### src/rtl/draw_pkg.sv
// Shared definitions for the rectangle drawing path.
//   state_t        : controller states of rect_draw_engine
//   DEF_SCREEN_W/H : default visible screen size in pixels
//   BLACK / WHITE  : 3-bit palette constants used by the renderer and reset
package draw_pkg;

  typedef enum logic [1:0] {
    IDLE = 2'd0,
    DRAW = 2'd1,
    FIN  = 2'd2
  } state_t;

  localparam int DEF_SCREEN_W = 160;
  localparam int DEF_SCREEN_H = 120;

  localparam logic [2:0] BLACK = 3'd0;
  localparam logic [2:0] WHITE = 3'd7;

endpackage

### src/rtl/rect_scan_counter.sv
// Row-major scan position counter for the rectangle rasteriser.
//   clk, reset : clock and synchronous active-high reset
//   clear_i    : restart the scan at (0,0) (a new command was accepted)
//   advance_i  : step to the next position (xc fastest)
//   w_i, h_i   : latched rectangle width/height, both non-zero while scanning
//   xc_o, yc_o : current offset inside the rectangle
//   last_o     : current position is the final one (xc=w-1, yc=h-1)
module rect_scan_counter
  import draw_pkg::*;
#(
  parameter int DIM_W = 5
) (
  input  logic             clk,
  input  logic             reset,
  input  logic             clear_i,
  input  logic             advance_i,
  input  logic [DIM_W-1:0] w_i,
  input  logic [DIM_W-1:0] h_i,
  output logic [DIM_W-1:0] xc_o,
  output logic [DIM_W-1:0] yc_o,
  output logic             last_o
);

  logic [DIM_W-1:0] xc_q, xc_d;
  logic [DIM_W-1:0] yc_q, yc_d;
  logic             x_more;
  logic             y_more;

  assign x_more = xc_q < (w_i - DIM_W'(1));
  assign y_more = yc_q < (h_i - DIM_W'(1));

  always_comb begin
    xc_d = xc_q;
    yc_d = yc_q;
    if (clear_i) begin
      xc_d = '0;
      yc_d = '0;
    end else if (advance_i) begin
      if (x_more) begin
        xc_d = xc_q + DIM_W'(1);
      end else begin
        xc_d = '0;
        // Wrapping off the last row returns the counters to (0,0) so the
        // idle outputs sit at the origin of the previous command.
        yc_d = y_more ? (yc_q + DIM_W'(1)) : '0;
      end
    end
  end

  always_ff @(posedge clk) begin
    if (reset) begin
      xc_q <= '0;
      yc_q <= '0;
    end else begin
      xc_q <= xc_d;
      yc_q <= yc_d;
    end
  end

  assign xc_o   = xc_q;
  assign yc_o   = yc_q;
  assign last_o = !x_more && !y_more;

endmodule

### src/rtl/rect_draw_engine.sv
// Rectangle rasteriser between the game renderer and the VGA adapter.
// One command (origin, size, colour, outline flag) is accepted per start
// strobe in IDLE; pixels are then streamed one per accepted handshake.
//   clk, reset            : clock and synchronous active-high reset
//   start                 : command strobe, only looked at in IDLE
//   x_in, y_in            : rectangle origin
//   width, height         : rectangle size; either one zero means no pixels
//   c_in                  : fill colour
//   outline               : 1 = border pixels only, 0 = solid fill
//   pix_ready             : VGA adapter takes the presented pixel
//   x_out, y_out, c_out   : presented pixel
//   plot                  : presented pixel is valid
//   busy                  : command in progress (DRAW or FIN)
//   done                  : one-cycle completion pulse (FIN)
module rect_draw_engine
  import draw_pkg::*;
#(
  parameter int X_W      = 8,
  parameter int Y_W      = 7,
  parameter int DIM_W    = 5,
  parameter int COLOR_W  = 3,
  parameter int SCREEN_W = DEF_SCREEN_W,
  parameter int SCREEN_H = DEF_SCREEN_H
) (
  input  logic               clk,
  input  logic               reset,
  input  logic               start,
  input  logic [X_W-1:0]     x_in,
  input  logic [Y_W-1:0]     y_in,
  input  logic [DIM_W-1:0]   width,
  input  logic [DIM_W-1:0]   height,
  input  logic [COLOR_W-1:0] c_in,
  input  logic               outline,
  input  logic               pix_ready,
  output logic [X_W-1:0]     x_out,
  output logic [Y_W-1:0]     y_out,
  output logic [COLOR_W-1:0] c_out,
  output logic               plot,
  output logic               busy,
  output logic               done
);

  // The absolute position carries one extra bit so origin+offset beyond
  // the coordinate range lands above the screen limit instead of wrapping.
  localparam int AXW = X_W + 1;
  localparam int AYW = Y_W + 1;
  localparam logic [AXW-1:0] SCR_W_L = AXW'(SCREEN_W);
  localparam logic [AYW-1:0] SCR_H_L = AYW'(SCREEN_H);

  state_t               state_q, state_d;
  logic [X_W-1:0]       x0_q;
  logic [Y_W-1:0]       y0_q;
  logic [DIM_W-1:0]     w_q;
  logic [DIM_W-1:0]     h_q;
  logic [COLOR_W-1:0]   c_q;
  logic                 outline_q;
  logic                 busy_q;
  logic                 done_q;

  logic [DIM_W-1:0]     xc;
  logic [DIM_W-1:0]     yc;
  logic                 last_pos;

  logic                 accept;
  logic                 advance;
  logic                 in_screen;
  logic                 on_edge;
  logic                 visible;
  logic [AXW-1:0]       ax;
  logic [AYW-1:0]       ay;

  assign accept = (state_q == IDLE) && start;

  rect_scan_counter #(
    .DIM_W(DIM_W)
  ) u_scan (
    .clk      (clk),
    .reset    (reset),
    .clear_i  (accept),
    .advance_i(advance),
    .w_i      (w_q),
    .h_i      (h_q),
    .xc_o     (xc),
    .yc_o     (yc),
    .last_o   (last_pos)
  );

  assign ax = AXW'(x0_q) + AXW'(xc);
  assign ay = AYW'(y0_q) + AYW'(yc);

  assign in_screen = (ax < SCR_W_L) && (ay < SCR_H_L);
  assign on_edge   = (xc == '0) || (xc == (w_q - DIM_W'(1))) ||
                     (yc == '0) || (yc == (h_q - DIM_W'(1)));
  assign visible   = in_screen && (!outline_q || on_edge);

  // Outputs depend only on registered state, so while the adapter stalls
  // (plot high, pix_ready low) nothing moves and the pixel holds stable.
  // Skipped positions advance every cycle without a handshake.
  assign plot    = (state_q == DRAW) && visible;
  assign advance = (state_q == DRAW) && (!plot || pix_ready);

  always_comb begin
    state_d = state_q;
    unique case (state_q)
      IDLE: begin
        if (accept) begin
          state_d = ((width == '0) || (height == '0)) ? FIN : DRAW;
        end
      end
      DRAW: begin
        if (advance && last_pos) begin
          state_d = FIN;
        end
      end
      FIN:     state_d = IDLE;
      default: state_d = IDLE;
    endcase
  end

  always_ff @(posedge clk) begin
    if (reset) begin
      state_q   <= IDLE;
      busy_q    <= 1'b0;
      done_q    <= 1'b0;
      x0_q      <= '0;
      y0_q      <= '0;
      w_q       <= '0;
      h_q       <= '0;
      c_q       <= COLOR_W'(BLACK);
      outline_q <= 1'b0;
    end else begin
      state_q <= state_d;
      busy_q  <= (state_d != IDLE);
      done_q  <= (state_d == FIN);
      if (accept) begin
        x0_q      <= x_in;
        y0_q      <= y_in;
        w_q       <= width;
        h_q       <= height;
        c_q       <= c_in;
        outline_q <= outline;
      end
    end
  end

  assign x_out = ax[X_W-1:0];
  assign y_out = ay[Y_W-1:0];
  assign c_out = c_q;
  assign busy  = busy_q;
  assign done  = done_q;

endmodule

### config.mk
export PLATFORM = sky130hd
export DESIGN_NAME = rect_draw_engine
export DESIGN_NICKNAME = d
export VERILOG_FILES = /design/src/rtl/draw_pkg.sv /design/src/rtl/rect_scan_counter.sv /design/src/rtl/rect_draw_engine.sv
export SDC_FILE = /design/constraint.sdc
export NUM_CORES = 1
export LEC_CHECK = 0
export ABC_AREA = 1
export CORE_UTILIZATION = 45
export DETAILED_ROUTE_END_ITERATION = 10
export PLACE_DENSITY = 0.66
export REMOVE_ABC_BUFFERS = 1
export SYNTH_ARGS = -nofsm -noshare
export SYNTH_HDL_FRONTEND = slang
export SYNTH_HIERARCHICAL = 1
export SYNTH_SLANG_ARGS = --single-unit
### constraint.sdc
create_clock -name clk -period 4.7 [get_ports clk]
set_input_delay 0.705 -clock clk [delete_from_list [all_inputs] [get_ports clk]]
set_output_delay 0.705 -clock clk [all_outputs]
set_load 0.05 [all_outputs]
==> flow_metrics.env, run 1 <==
export IMPL_grt_pass1_vias=2724
export IMPL_fp_dieArea_um2=7190
export IMPL_synth_top_area_share_pct=27.9
export IMPL_start_util_pct=47.5
export IMPL_grt_max_degree=47
export IMPL_track_usage_pct=20.7
export IMPL_setup_viol=0
export IMPL_min_path_type="reg2reg"
export IMPL_crit_start="u_scan/yc_o[0]"
export IMPL_die_h_um=84.8
export IMPL_wire_per_inst_um=11.6
export IMPL_layout_drive_gt1_share_pct=7.33
export IMPL_met3_length_um=333
export IMPL_die_w_um=84.8
export IMPL_final_util_pct=58.5
export IMPL_grt_pass1_wl_mm=12.2
export IMPL_syn_to_final_growth_pct=23.1
export IMPL_async_reset_ff_share_pct=0
export IMPL_htreeDepth=2
export IMPL_dp_hpwl_mm=5.45
export IMPL_power_frac_seq_pct=40.1
export IMPL_period_minus_slack_ns=3.81
export IMPL_tritoncts_num_sinks=43
export IMPL_synth_seq_cells=43
export IMPL_ys_seq_area_share_pct=27.9
export IMPL_syn_area_per_cell_um2=6.43
export IMPL_ys_flop_type="dfxtp_1"
export IMPL_drv_cap=0
export IMPL_tns_ns=0
export IMPL_cp_arrival_ns=3.11
export IMPL_synth_most_common_cell="nand2_1"
export IMPL_grt_setup_unrepaired="no"
export IMPL_root_buffer="clkbuf_8"
export IMPL_drt_met1_wl_mm=3.56
export IMPL_clk_pin_slew_ns=0.09
export IMPL_pwr_share_clk_pct=29.4
export IMPL_irDropWorstVdd_v=0.000144
export IMPL_vias=2969
export IMPL_drt_initial_drc_count=139
export IMPL_synth_largest_area_cell="dfxtp_1"
export IMPL_total_power_uw=1030
export IMPL_worstReg2RegStart="u_scan/yc_o[0]"
export IMPL_clk_latency_ns=0.30
export IMPL_n_antenna_cell=0
export IMPL_postRouteAntennaNets=0
export IMPL_pwr_share_comb_pct=30.5
export IMPL_path_max_fanout=7
export IMPL_min_from="c_out[1]"
export IMPL_crit_type="reg2out"
export IMPL_cts_setup_buffers=0
export IMPL_period_share_pct=81.1
export IMPL_numCtsBuffers=5
export IMPL_ctsResizeCount=0
export IMPL_cp_end_kind="output port"
export IMPL_dr_pass1_iters=7
export IMPL_hold_viol_final=0
export IMPL_hold_buffers=0
export IMPL_finalMaxSlewViolations=0
export IMPL_outcome="complete, but fails checks"
export IMPL_critPathLaunchType="flop"
export IMPL_vias_per_cell=4.88
export IMPL_syn_cell_area_um2=3090
export IMPL_synthTopCellsByArea="dfxtp_1 (28%), nand2_1 (14%), ha_1 (9.7%), inv_1 (8.8%), nor2_1 (8.6%)"
export IMPL_p_int_uw=684
export IMPL_synth_edf_count=0
export IMPL_syn_inst=480
export IMPL_multi_input_area_um2=1900
export IMPL_num_rows=29
export IMPL_fmax_mhz=262
export IMPL_worst_pin_slew_ns=0.768
export IMPL_detail_route_wirelength_mm=7.09
export IMPL_yosysWarningCount=6
export IMPL_antenna_found_initial=0
export IMPL_cts_tree="built"
export IMPL_swShare_pct=33.5
export IMPL_synthTopCellsByCount="nand2_1 (115), inv_1 (72), nor2_1 (71)"
export IMPL_p_leak_uw=0.00187
export IMPL_synth_cell_types=33
export IMPL_violations="DRC"
export IMPL_p_sw_uw=344
export IMPL_fillers=633
export IMPL_dr_max_layer_used="met4"
export IMPL_grt_overflow=0
export IMPL_drc_errors=2
export IMPL_maxSlewHeadroom_pct=48.8
export IMPL_coreArea_um2=6490
export IMPL_ctsLongestPathBuffers=2
export IMPL_cellPowerDensity_nw_per_um2=271
export IMPL_nets=590
export IMPL_met2_wirelength_mm=3.14
export IMPL_skew_ns=0.00999
export IMPL_cp_data_required_time_ns=3.99
export IMPL_seqCellArea_um2=861
export IMPL_place_gp_congestion=0.874
export IMPL_io_pins=54
export IMPL_portBuffers=53
==> flip-flops by register name, summed over array words and instances, names as in the netlist <==
| signal | flops |
|---|---|
| u_scan/xc_o | 5 |
| done | 1 |
| x0_q | 8 |
| state_q | 2 |
| h_q | 5 |
| outline_q | 1 |
| u_scan/yc_o | 5 |
| y0_q | 7 |
| w_q | 5 |
| c_out | 3 |
| busy | 1 |
==> final cells by class <==
class | instances | share of cell area, %
clock inverter | 2 | 0.922
inverter | 76 | 7.51
tap | 77 | 2.54
timing repair buffer | 54 | 14.2
clock buffer | 6 | 2.17
sequential | 43 | 22.7
multi-input combinational | 351 | 50.0
==> cell families (layout without fill, tap and decap cells) <==
family	Yosys count	count (layout)	share of synthesized area [%]
compound gates	60	60	10.2
simple gates	250	250	36.1
fa+ha+maj	26	26	11.0
xor+xnor	15	15	4.26
flops	43	43	27.9
buf+inv	86	138	10.5
==> cells in the final DEF (no fill, tap or decap), drive strengths merged, types with 7 or more instances in the layout <==
cell / instances
nor3: 7
nor2: 79
inv: 75
a21oi: 27
nand3: 28
dfxtp: 43
xor2: 8
xnor2: 7
nand2: 124
clkdlybuf4s50: 53
ha: 24
o21ai: 31
==> metrics by stage <==
stage / worst slack [ns] / std cells / hold WS [ns] / instance area, um2
2_1_floorplan: 0.795 / 470 / 0.448 / 3050
3_3_place_gp: 1.30 / 601 / 0.472 / 3680
3_5_place_dp: 1.19 / 601 / 0.478 / 3680
4_1_cts: 0.860 / 609 / 0.501 / 3800
5_1_grt: 0.677 / 609 / 0.516 / 3800
6_report: 0.889 / 609 / 0.498 / 3800
==> per-layer routing <==
layer / global-route usage, % / up-vias
met5: 0 / -
met1: 29.7 / 1300
li1: - / 1604
met2: 32.8 / 61
met3: 3.11 / 4
met4: 5.24 / 0
==> final timing paths <==
kind	cells past startpoint	endpoint	slack, ns
setup / recovery	13	plot	0.89
hold / removal	2	c_out[1]	0.50
setup reg to reg	19	u_scan/xc_o[3]	1.79
hold reg to reg	2	c_out[1]	0.50
==> critical path, cell delays in order (launching register included) <==
cell and delay, ns:
dfxtp_1 0.45, ha_1 0.23, inv_1 0.07, fa_1 0.41
inv_1 0.11, nand2_2 0.06, nand2_1 0.05, nand2_1 0.04
nand2_1 0.08, nor2_1 0.05, nand2_1 0.07, nor2_2 0.06
nor4_1 0.26, clkdlybuf4s50_1 0.87
==> power groups by stage <==
stage | logic (uW) | clock network, uW | registers, uW
2_1_floorplan | 208 | 0 | 426
3_3_place_gp | 311 | 0 | 420
3_5_place_dp | 315 | 0 | 421
4_1_cts | 317 | 312 | 412
5_1_grt | 351 | 329 | 416
6_report | 314 | 302 | 412
Note: power is estimated with default switching activity, not from simulation.
==> inputs of run 2 (changes only) <==
==> constraint.sdc (replaced) <==
create_clock -name clk -period 3.95 [get_ports clk]
set_input_delay 0.5925 -clock clk [delete_from_list [all_inputs] [get_ports clk]]
set_output_delay 0.5925 -clock clk [all_outputs]
set_load 0.05 [all_outputs]
==> run 2 against run 1 <==
Effect of this change:
- the flow still finishes with violations (DRC)
- clock skew is 0.0038 ns lower
- largest power group unchanged
- cell area down 0.59%
- combinational power up 20%
- die area unchanged
- power rose by 12%
- first-iteration DRC count up 4.3%
- sequential power is 19% higher
- clock power shrank 4%
==> flow_metrics.env, run 2 (synthesis gave the netlist of run 1 again) <==
export IMPL_swShare_pct=35.4
export IMPL_irDropWorstVdd_v=0.000165
export IMPL_num_rows=29
export IMPL_grt_max_degree=47
export IMPL_fmax_mhz=272
export IMPL_min_from="c_out[1]"
export IMPL_setup_viol=0
export IMPL_cts_tree="built"
export IMPL_place_ws_ns=0.619
export IMPL_track_usage_pct=21.1
export IMPL_crit_start="u_scan/yc_o[0]"
export IMPL_grt_setup_unrepaired="no"
export IMPL_reg2reg_depth=19
export IMPL_p_leak_uw=0.00186
export IMPL_min_path_type="reg2reg"
export IMPL_pwr_share_comb_pct=32.5
export IMPL_root_buffer="clkbuf_8"
export IMPL_outcome="complete, but fails checks"
export IMPL_skew_ns=0.00623
export IMPL_critPathLaunchType="flop"
export IMPL_mostFrequentLayoutCell="nand2_1"
export IMPL_dp_hpwl_mm=5.51
export IMPL_hold_buffers=0
export IMPL_syn_to_final_growth_pct=22.3
export IMPL_worst_pin_slew_ns=0.866
export IMPL_pwr_share_clk_pct=25.1
export IMPL_postRouteAntennaNets=0
export IMPL_dr_pass1_iters=9
export IMPL_power_frac_seq_pct=42.4
export IMPL_vias_per_cell=4.91
export IMPL_tns_ns=0
export IMPL_fillers=652
export IMPL_numCtsBuffers=5
export IMPL_cellPowerDensity_nw_per_um2=306
export IMPL_hold_viol_final=0
export IMPL_nets=591
export IMPL_cp_data_required_time_ns=3.36
export IMPL_die_w_um=84.8
export IMPL_grt_overflow=0
export IMPL_violations="DRC"
export IMPL_ctsLongestPathBuffers=2
export IMPL_maxSlewHeadroom_pct=42.2
export IMPL_drt_initial_drc_count=145
export IMPL_period_share_pct=93.0
export IMPL_drc_errors=2
export IMPL_p_sw_uw=409
export IMPL_rrSetupSlack_ns=1.00
export IMPL_portBuffers=53
export IMPL_place_gp_congestion=0.867
export IMPL_start_util_pct=47.5
export IMPL_die_h_um=84.8
export IMPL_finalMaxSlewViolations=0
export IMPL_p_int_uw=748
export IMPL_n_antenna_cell=0
export IMPL_vias=2992
export IMPL_final_cell_mix="nand2_1 (115), inv_1 (72), nor2_1 (71)"
export IMPL_layout_drive_gt1_share_pct=7.33
export IMPL_cp_end_kind="output port"
export IMPL_top_register="x0_q"
export IMPL_wire_per_inst_um=11.9
export IMPL_grt_pass1_wl_mm=12.2
export IMPL_largest_reg_flops=8
export IMPL_coreArea_um2=6490
export IMPL_grt_pass1_vias=2756
export IMPL_total_power_uw=1160
export IMPL_clk_pin_slew_ns=0.08
export IMPL_io_pins=54
export IMPL_htreeDepth=2
export IMPL_crit_type="reg2out"
export IMPL_path_max_fanout=7
export IMPL_ctsResizeCount=0
export IMPL_fp_dieArea_um2=7190
export IMPL_antenna_found_initial=0
export IMPL_top_regs="x0_q: 8 flops, y0_q: 7 flops"
export IMPL_detail_route_wirelength_mm=7.26
export IMPL_clk_latency_ns=0.30
export IMPL_min_path_cells=2
export IMPL_cp_arrival_ns=3.08
export IMPL_cts_setup_buffers=0
export IMPL_setup_slack_ns=0.277
export IMPL_fin_hold_ws_ns=0.492
export IMPL_drv_cap=0
export IMPL_tritoncts_num_sinks=43
export IMPL_period_minus_slack_ns=3.67
export IMPL_worstReg2RegStart="u_scan/yc_o[0]"
-- run 2: cell types whose count changed in the layout (fill, tap and decap cells not counted) --
cell / change
buf_4: +1
bufinv_16: -1
-- run 2: final timing paths --
path | endpoint
worst min register to register | c_out[1]
worst min-delay path | c_out[1]
worst max-delay path | plot
worst max register to register | u_scan/xc_o[3]
-- run 2: cell type report --
class,instances,area [um2],area share (%)
multi-input cells,351,1900,50.3
flip-flops and latches,43,861,22.8
repair buffers,55,546,14.4
inverters,76,285,7.55
well taps,77,96.3,2.55
clock buffers,6,82.6,2.19
clock inverters,1,5.00,0.133
-- run 2: power groups by stage --
stage	clock (uW)	combinational, uW	sequential (uW)
5_1_grt	322	418	495
3_3_place_gp	0	371	500
3_5_place_dp	0	377	500
4_1_cts	301	378	490
6_report	291	376	490
2_1_floorplan	0	248	506
-- run 2: per-stage QoR --
| step | instances | util (%) | cell area, um2 |
|---|---|---|---|
| 6_report | 609 | 58.1 | 3780 |
| 4_1_cts | 609 | 58.1 | 3780 |
| 3_5_place_dp | 602 | 56.8 | 3690 |
| 2_1_floorplan | 470 | - | 3050 |
| 5_1_grt | 609 | 58.1 | 3780 |
| 3_3_place_gp | 602 | 56.8 | 3690 |
-- run 2: critical path, stage by stage (launching register included) --
cell	delay [ns]
dfxtp_1	0.45
ha_1	0.23
inv_1	0.06
fa_1	0.40
inv_1	0.11
nand2_2	0.06
nand2_1	0.05
nand2_1	0.04
nand2_1	0.07
nor2_1	0.05
nand2_1	0.07
nor2_2	0.06
nor4_1	0.25
clkdlybuf4s50_1	0.86
-- run 2: routing by layer --
layer / global-route usage (%) / vias to the layer above / wire length [um]
met4: 5.70 / 0 / 72
li1: - / 1608 / -
met2: 34.4 / 73 / 3170
met5: 0 / - / 0
met3: 4.09 / 5 / 370
met1: 28.7 / 1306 / 3650
==> inputs of run 3 (changes only) <==
--- a/config.mk
+++ b/config.mk
@@ -6,8 +6,10 @@
 export NUM_CORES = 1
 export LEC_CHECK = 0
 export ABC_AREA = 1
+export CORE_ASPECT_RATIO = 2
 export CORE_UTILIZATION = 45
 export DETAILED_ROUTE_END_ITERATION = 10
+export GPL_TIMING_DRIVEN = 0
 export PLACE_DENSITY = 0.66
 export REMOVE_ABC_BUFFERS = 1
 export SYNTH_ARGS = -nofsm -noshare
==> constraint.sdc (replaced) <==
create_clock -name clk -period 3.95 [get_ports clk]
set_input_delay 0.395 -clock clk [delete_from_list [all_inputs] [get_ports clk]]
set_output_delay 0.395 -clock clk [all_outputs]
set_load 0.05 [all_outputs]
==> run 3 against run 2 <==
Effect of this change:
- the flow now finishes without violations
- register-to-register slack worse by 0.07 ns
- flip-flop and latch count stayed put
- worst setup slack better by 0.029 ns
- wire length is 6.6% higher
- critical path type unchanged
- largest cell class unchanged
- largest power group unchanged
- highest routed layer unchanged
==> flow_metrics.env, run 3 (synthesis gave the netlist of run 1 again) <==
export IMPL_skew_ns=0.00286
export IMPL_num_rows=42
export IMPL_met2_wirelength_mm=4.50
export IMPL_numCtsBuffers=5
export IMPL_vias=3057
export IMPL_drv_cap=0
export IMPL_grt_pass1_wl_mm=12.4
export IMPL_n_antenna_cell=0
export IMPL_period_share_pct=92.3
export IMPL_drt_initial_drc_count=115
export IMPL_drt_met1_wl_mm=2.83
export IMPL_finalMaxSlewViolations=0
export IMPL_root_buffer="clkbuf_16"
export IMPL_drc_errors=0
export IMPL_grt_max_degree=48
export IMPL_hold_viol_final=0
export IMPL_tritoncts_num_sinks=43
export IMPL_ctsLongestPathBuffers=2
export IMPL_cp_data_required_time_ns=3.56
export IMPL_cp_slowest_cell="clkdlybuf4s50_1"
export IMPL_die_h_um=119
export IMPL_worst_path_buf_inv=3
export IMPL_top_regs="x0_q: 8 flops, y0_q: 7 flops"
export IMPL_cp_end_kind="output port"
export IMPL_coreArea_um2=6620
export IMPL_ctsResizeCount=0
export IMPL_path_max_fanout=7
export IMPL_crit_chain="ha_1 -> inv_1 -> fa_1 -> inv_1 -> nand2_2 -> nand2_1 -> nand2_1 -> nand2_1 -> nor2_1 -> nand2_1 -> nor2_2 -> nor4_1 -> clkdlybuf4s50_1"
export IMPL_detail_route_wirelength_mm=7.74
export IMPL_io_pins=54
export IMPL_largest_reg_flops=8
export IMPL_clk_pin_slew_ns=0.06
export IMPL_vias_per_cell=4.95
export IMPL_period_minus_slack_ns=3.64
export IMPL_cp_depth=13
export IMPL_rrSetupSlack_ns=0.93
export IMPL_setup_viol=0
export IMPL_cellPowerDensity_nw_per_um2=335
export IMPL_fp_dieArea_um2=7210
export IMPL_clk_latency_ns=0.29
export IMPL_maxSlewHeadroom_pct=45.5
export IMPL_irDropWorstVdd_v=0.000273
export IMPL_met3_length_um=166
export IMPL_worstReg2RegEnd="u_scan/xc_o[3]"
export IMPL_syn_to_final_growth_pct=24.3
export IMPL_crit_start="u_scan/yc_o[0]"
export IMPL_reg2reg_depth=19
export IMPL_portBuffers=53
export IMPL_worst_pin_slew_ns=0.817
export IMPL_outcome="completed"
export IMPL_die_w_um=60.6
export IMPL_start_util_pct=46.6
export IMPL_p_leak_uw=0.00188
export IMPL_dr_pass1_iters=4
export IMPL_grt_setup_unrepaired="no"
export IMPL_critPathTopFamily="buffers and inverters"
export IMPL_critPathMaxStageDelay_ns=0.89
export IMPL_htreeDepth=2
export IMPL_min_path_type="reg2reg"
export IMPL_dp_hpwl_mm=5.91
export IMPL_mostFrequentLayoutCell="nand2_1"
export IMPL_track_usage_pct=22.9
export IMPL_cp_arrival_ns=3.25
export IMPL_grt_overflow=0
export IMPL_tns_ns=0
export IMPL_layout_drive_gt1_share_pct=7.17
export IMPL_place_gp_congestion=0.866
export IMPL_cp_common_cell="nand2_1"
export IMPL_crit_type="reg2out"
export IMPL_hold_buffers=0
export IMPL_postRouteAntennaNets=0
export IMPL_grt_pass1_vias=2866
export IMPL_top_register="x0_q"
export IMPL_total_power_uw=1290
export IMPL_worstReg2RegStart="u_scan/yc_o[0]"
export IMPL_wire_per_inst_um=12.5
export IMPL_nets=589
export IMPL_fmax_mhz=274
export IMPL_final_cell_mix="nand2_1 (115), inv_1 (72), nor2_1 (71)"
export IMPL_cts_tree="built"
export IMPL_fin_hold_ws_ns=0.490
export IMPL_critPathLaunchType="flop"
export IMPL_dr_max_layer_used="met4"
export IMPL_antenna_found_initial=0
export IMPL_endpoint="plot"
export IMPL_cts_setup_buffers=0
run 3: routing by layer:
metal	up-vias	GRT usage, %
met5	-	0
met1	1386	20.6
met2	54	45.8
li1	1599	-
met3	18	3.80
met4	0	9.38
run 3: through the flow:
| stage | cells | worst slack (ns) | utilization, % | instance area, um2 |
|---|---|---|---|---|
| 4_1_cts | 618 | 0.332 | 57.9 | 3840 |
| 5_1_grt | 618 | 0.0812 | 57.9 | 3840 |
| 3_3_place_gp | 611 | 0.375 | 55.7 | 3690 |
| 3_5_place_dp | 611 | 0.641 | 55.8 | 3690 |
| 2_1_floorplan | 470 | 0.355 | - | 3050 |
| 6_report | 618 | 0.306 | 57.9 | 3840 |
run 3: area by class of cell:
class	count	area, um2
Clock buffer	6	139
Clock inverter	1	5.00
Fill cell	678	2790
Inverter	76	285
Multi-Input combinational cell	351	1910
Sequential cell	43	861
Tap cell	88	110
Timing Repair Buffer	53	531
run 3: worst min-delay path by stage:
| stage | startpoint | end | slack (ns) | cells past startpoint |
|---|---|---|---|---|
| 2_1_floorplan | outline_q | outline_q | 0.45 | 2 |
| 3_3_place_gp | c_out[1] | c_out[1] | 0.46 | 2 |
| 3_5_place_dp | c_out[0] | c_out[0] | 0.48 | 2 |
| 4_1_cts | c_out[0] | c_out[0] | 0.49 | 2 |
| 5_1_grt | c_out[1] | c_out[1] | 0.51 | 2 |
| 6_report | outline_q | outline_q | 0.49 | 2 |
run 3: tightest hold or removal path, stage by stage, from the launching register on:
cell and delay [ns]:
dfxtp_1 0.33, nor2_1 0.05, nor2_1 0.08
run 3: report_power, final:
part / switching (uW) / total (uW) / internal (uW) / leakage (uW)
Sequential: 28.9 / 493 / 464 / 0.000354
Clock: 173 / 420 / 247 / 0.0000727
Combinational: 228 / 373 / 145 / 0.00145
Total: 430 / 1290 / 856 / 0.00188
==> RTL change: new RTL, config.mk and constraints of run 3 <==
The parameter `X_W` goes from 8 to 9.
--- a/src/rtl/rect_draw_engine.sv
+++ b/src/rtl/rect_draw_engine.sv
@@ -15,7 +15,7 @@
 module rect_draw_engine
   import draw_pkg::*;
 #(
-  parameter int X_W      = 8,
+  parameter int X_W      = 9,
   parameter int Y_W      = 7,
   parameter int DIM_W    = 5,
   parameter int COLOR_W  = 3,
Interface: changed (resized x_in and x_out); port bits go from 54 to 56. No check against the original RTL was run, so the function may have changed too.
==> RTL change against run 3 <==
Routed wire length fell by 3.6%. Register-to-register slack got worse by 510 ps. Sequential cell count grew 1. Fmax shrank 3.1%. Synthesized cell count fell by 3.8%. Area after synthesis rose by 0.57%. Power grew 2.9%. Cell area is 1.1% higher. Combinational power grew 3%. Worst setup slack got worse by 120 ps.
==> RTL change: results (changes against run 3) <==
synth_xor_area_share_pct: 7.054  # was 4.256%
routed_wl_mm: 7.464  # was 7.739 mm
finClkSkew_ps: 5.120  # was 2.860 ps
hold_ws_ps: 478.1  # was 489.7 ps
maxSlewHeadroom_pct: 31.76  # was 45.48%
setup_ws_ps: 188.1  # was 306.0 ps
final_area_sq_um: 3879  # was 3836 sq um
grt_max_degree: 46  # was 48
synth_compound_area_share_pct: 9.674  # was 10.21%
dp_hpwl_mm: 5.805  # was 5.909 mm
wl_per_cell_um: 12.38  # was 12.52 um
buffers_excl_clock: 55  # was 53
syn_avg_cell_area_sq_um: 6.719  # was 6.431 sq um
met1_length_mm: 2.692  # was 2.829 mm
grt_pass1_wl_mm: 12.22  # was 12.35 mm
multi_input_area_sq_um: 1959  # was 1906 sq um
port_buffers: 55  # was 53
num-fill-cells: 676  # was 678
ys_seq_area_share_pct: 28.38  # was 27.89%
inverters: 61  # was 76
grt_use_total_pct: 22.42  # was 22.92%
vias: 3003  # was 3057
place_area_sq_um: 3730  # was 3692 sq um
gp_congestion: 0.8575  # was 0.8655
nMultiInputCombCells: 347  # was 351
p_sw_w: 0.0004459  # was 0.0004295 W
slowest_delay_ps: 870  # was 890 ps
power_leakage_nw: 1.859  # was 1.879 nW
cp.arrival_ps: 3370  # was 3250 ps
clock-sinks: 44  # was 43
synth_fa_ha_area_share_pct: 10.96  # was 11.03%
met1_usage_pct: 19.80  # was 20.57%
grt_use_met2_pct: 44.78  # was 45.81%
clk_share_pct: 3.839  # was 3.751%
met2_length_mm: 4.359  # was 4.499 mm
status: "finished, final reports clean"  # unchanged
drive_gt1_share_pct: 7.573  # was 7.170%
seq_share_pct: 22.71  # was 22.44%
==> RTL change: cell types whose count changed after synthesis, moves of 2 or more <==
cell / before / now
xor2_1: 8 / 14
a21oi_1: 24 / 21
inv_1: 72 / 57
nand3b_1: 1 / 3
nand2_2: 7 / 9
nor2_2: 7 / 3
nor2_1: 71 / 80
xnor2_1: 7 / 11
nand2_1: 115 / 94
==> RTL change: how the worst max path moves through the flow <==
stage / startpoint / depth (start not counted) / to
after floorplan: u_scan/yc_o[0] / 18 / u_scan/xc_o[3]
after global placement: start / 6 / u_scan/xc_o[1]
after detailed placement: u_scan/yc_o[0] / 19 / u_scan/xc_o[3]
after CTS: u_scan/yc_o[0] / 13 / plot
after global routing: u_scan/yc_o[0] / 13 / plot
final: u_scan/yc_o[0] / 13 / plot
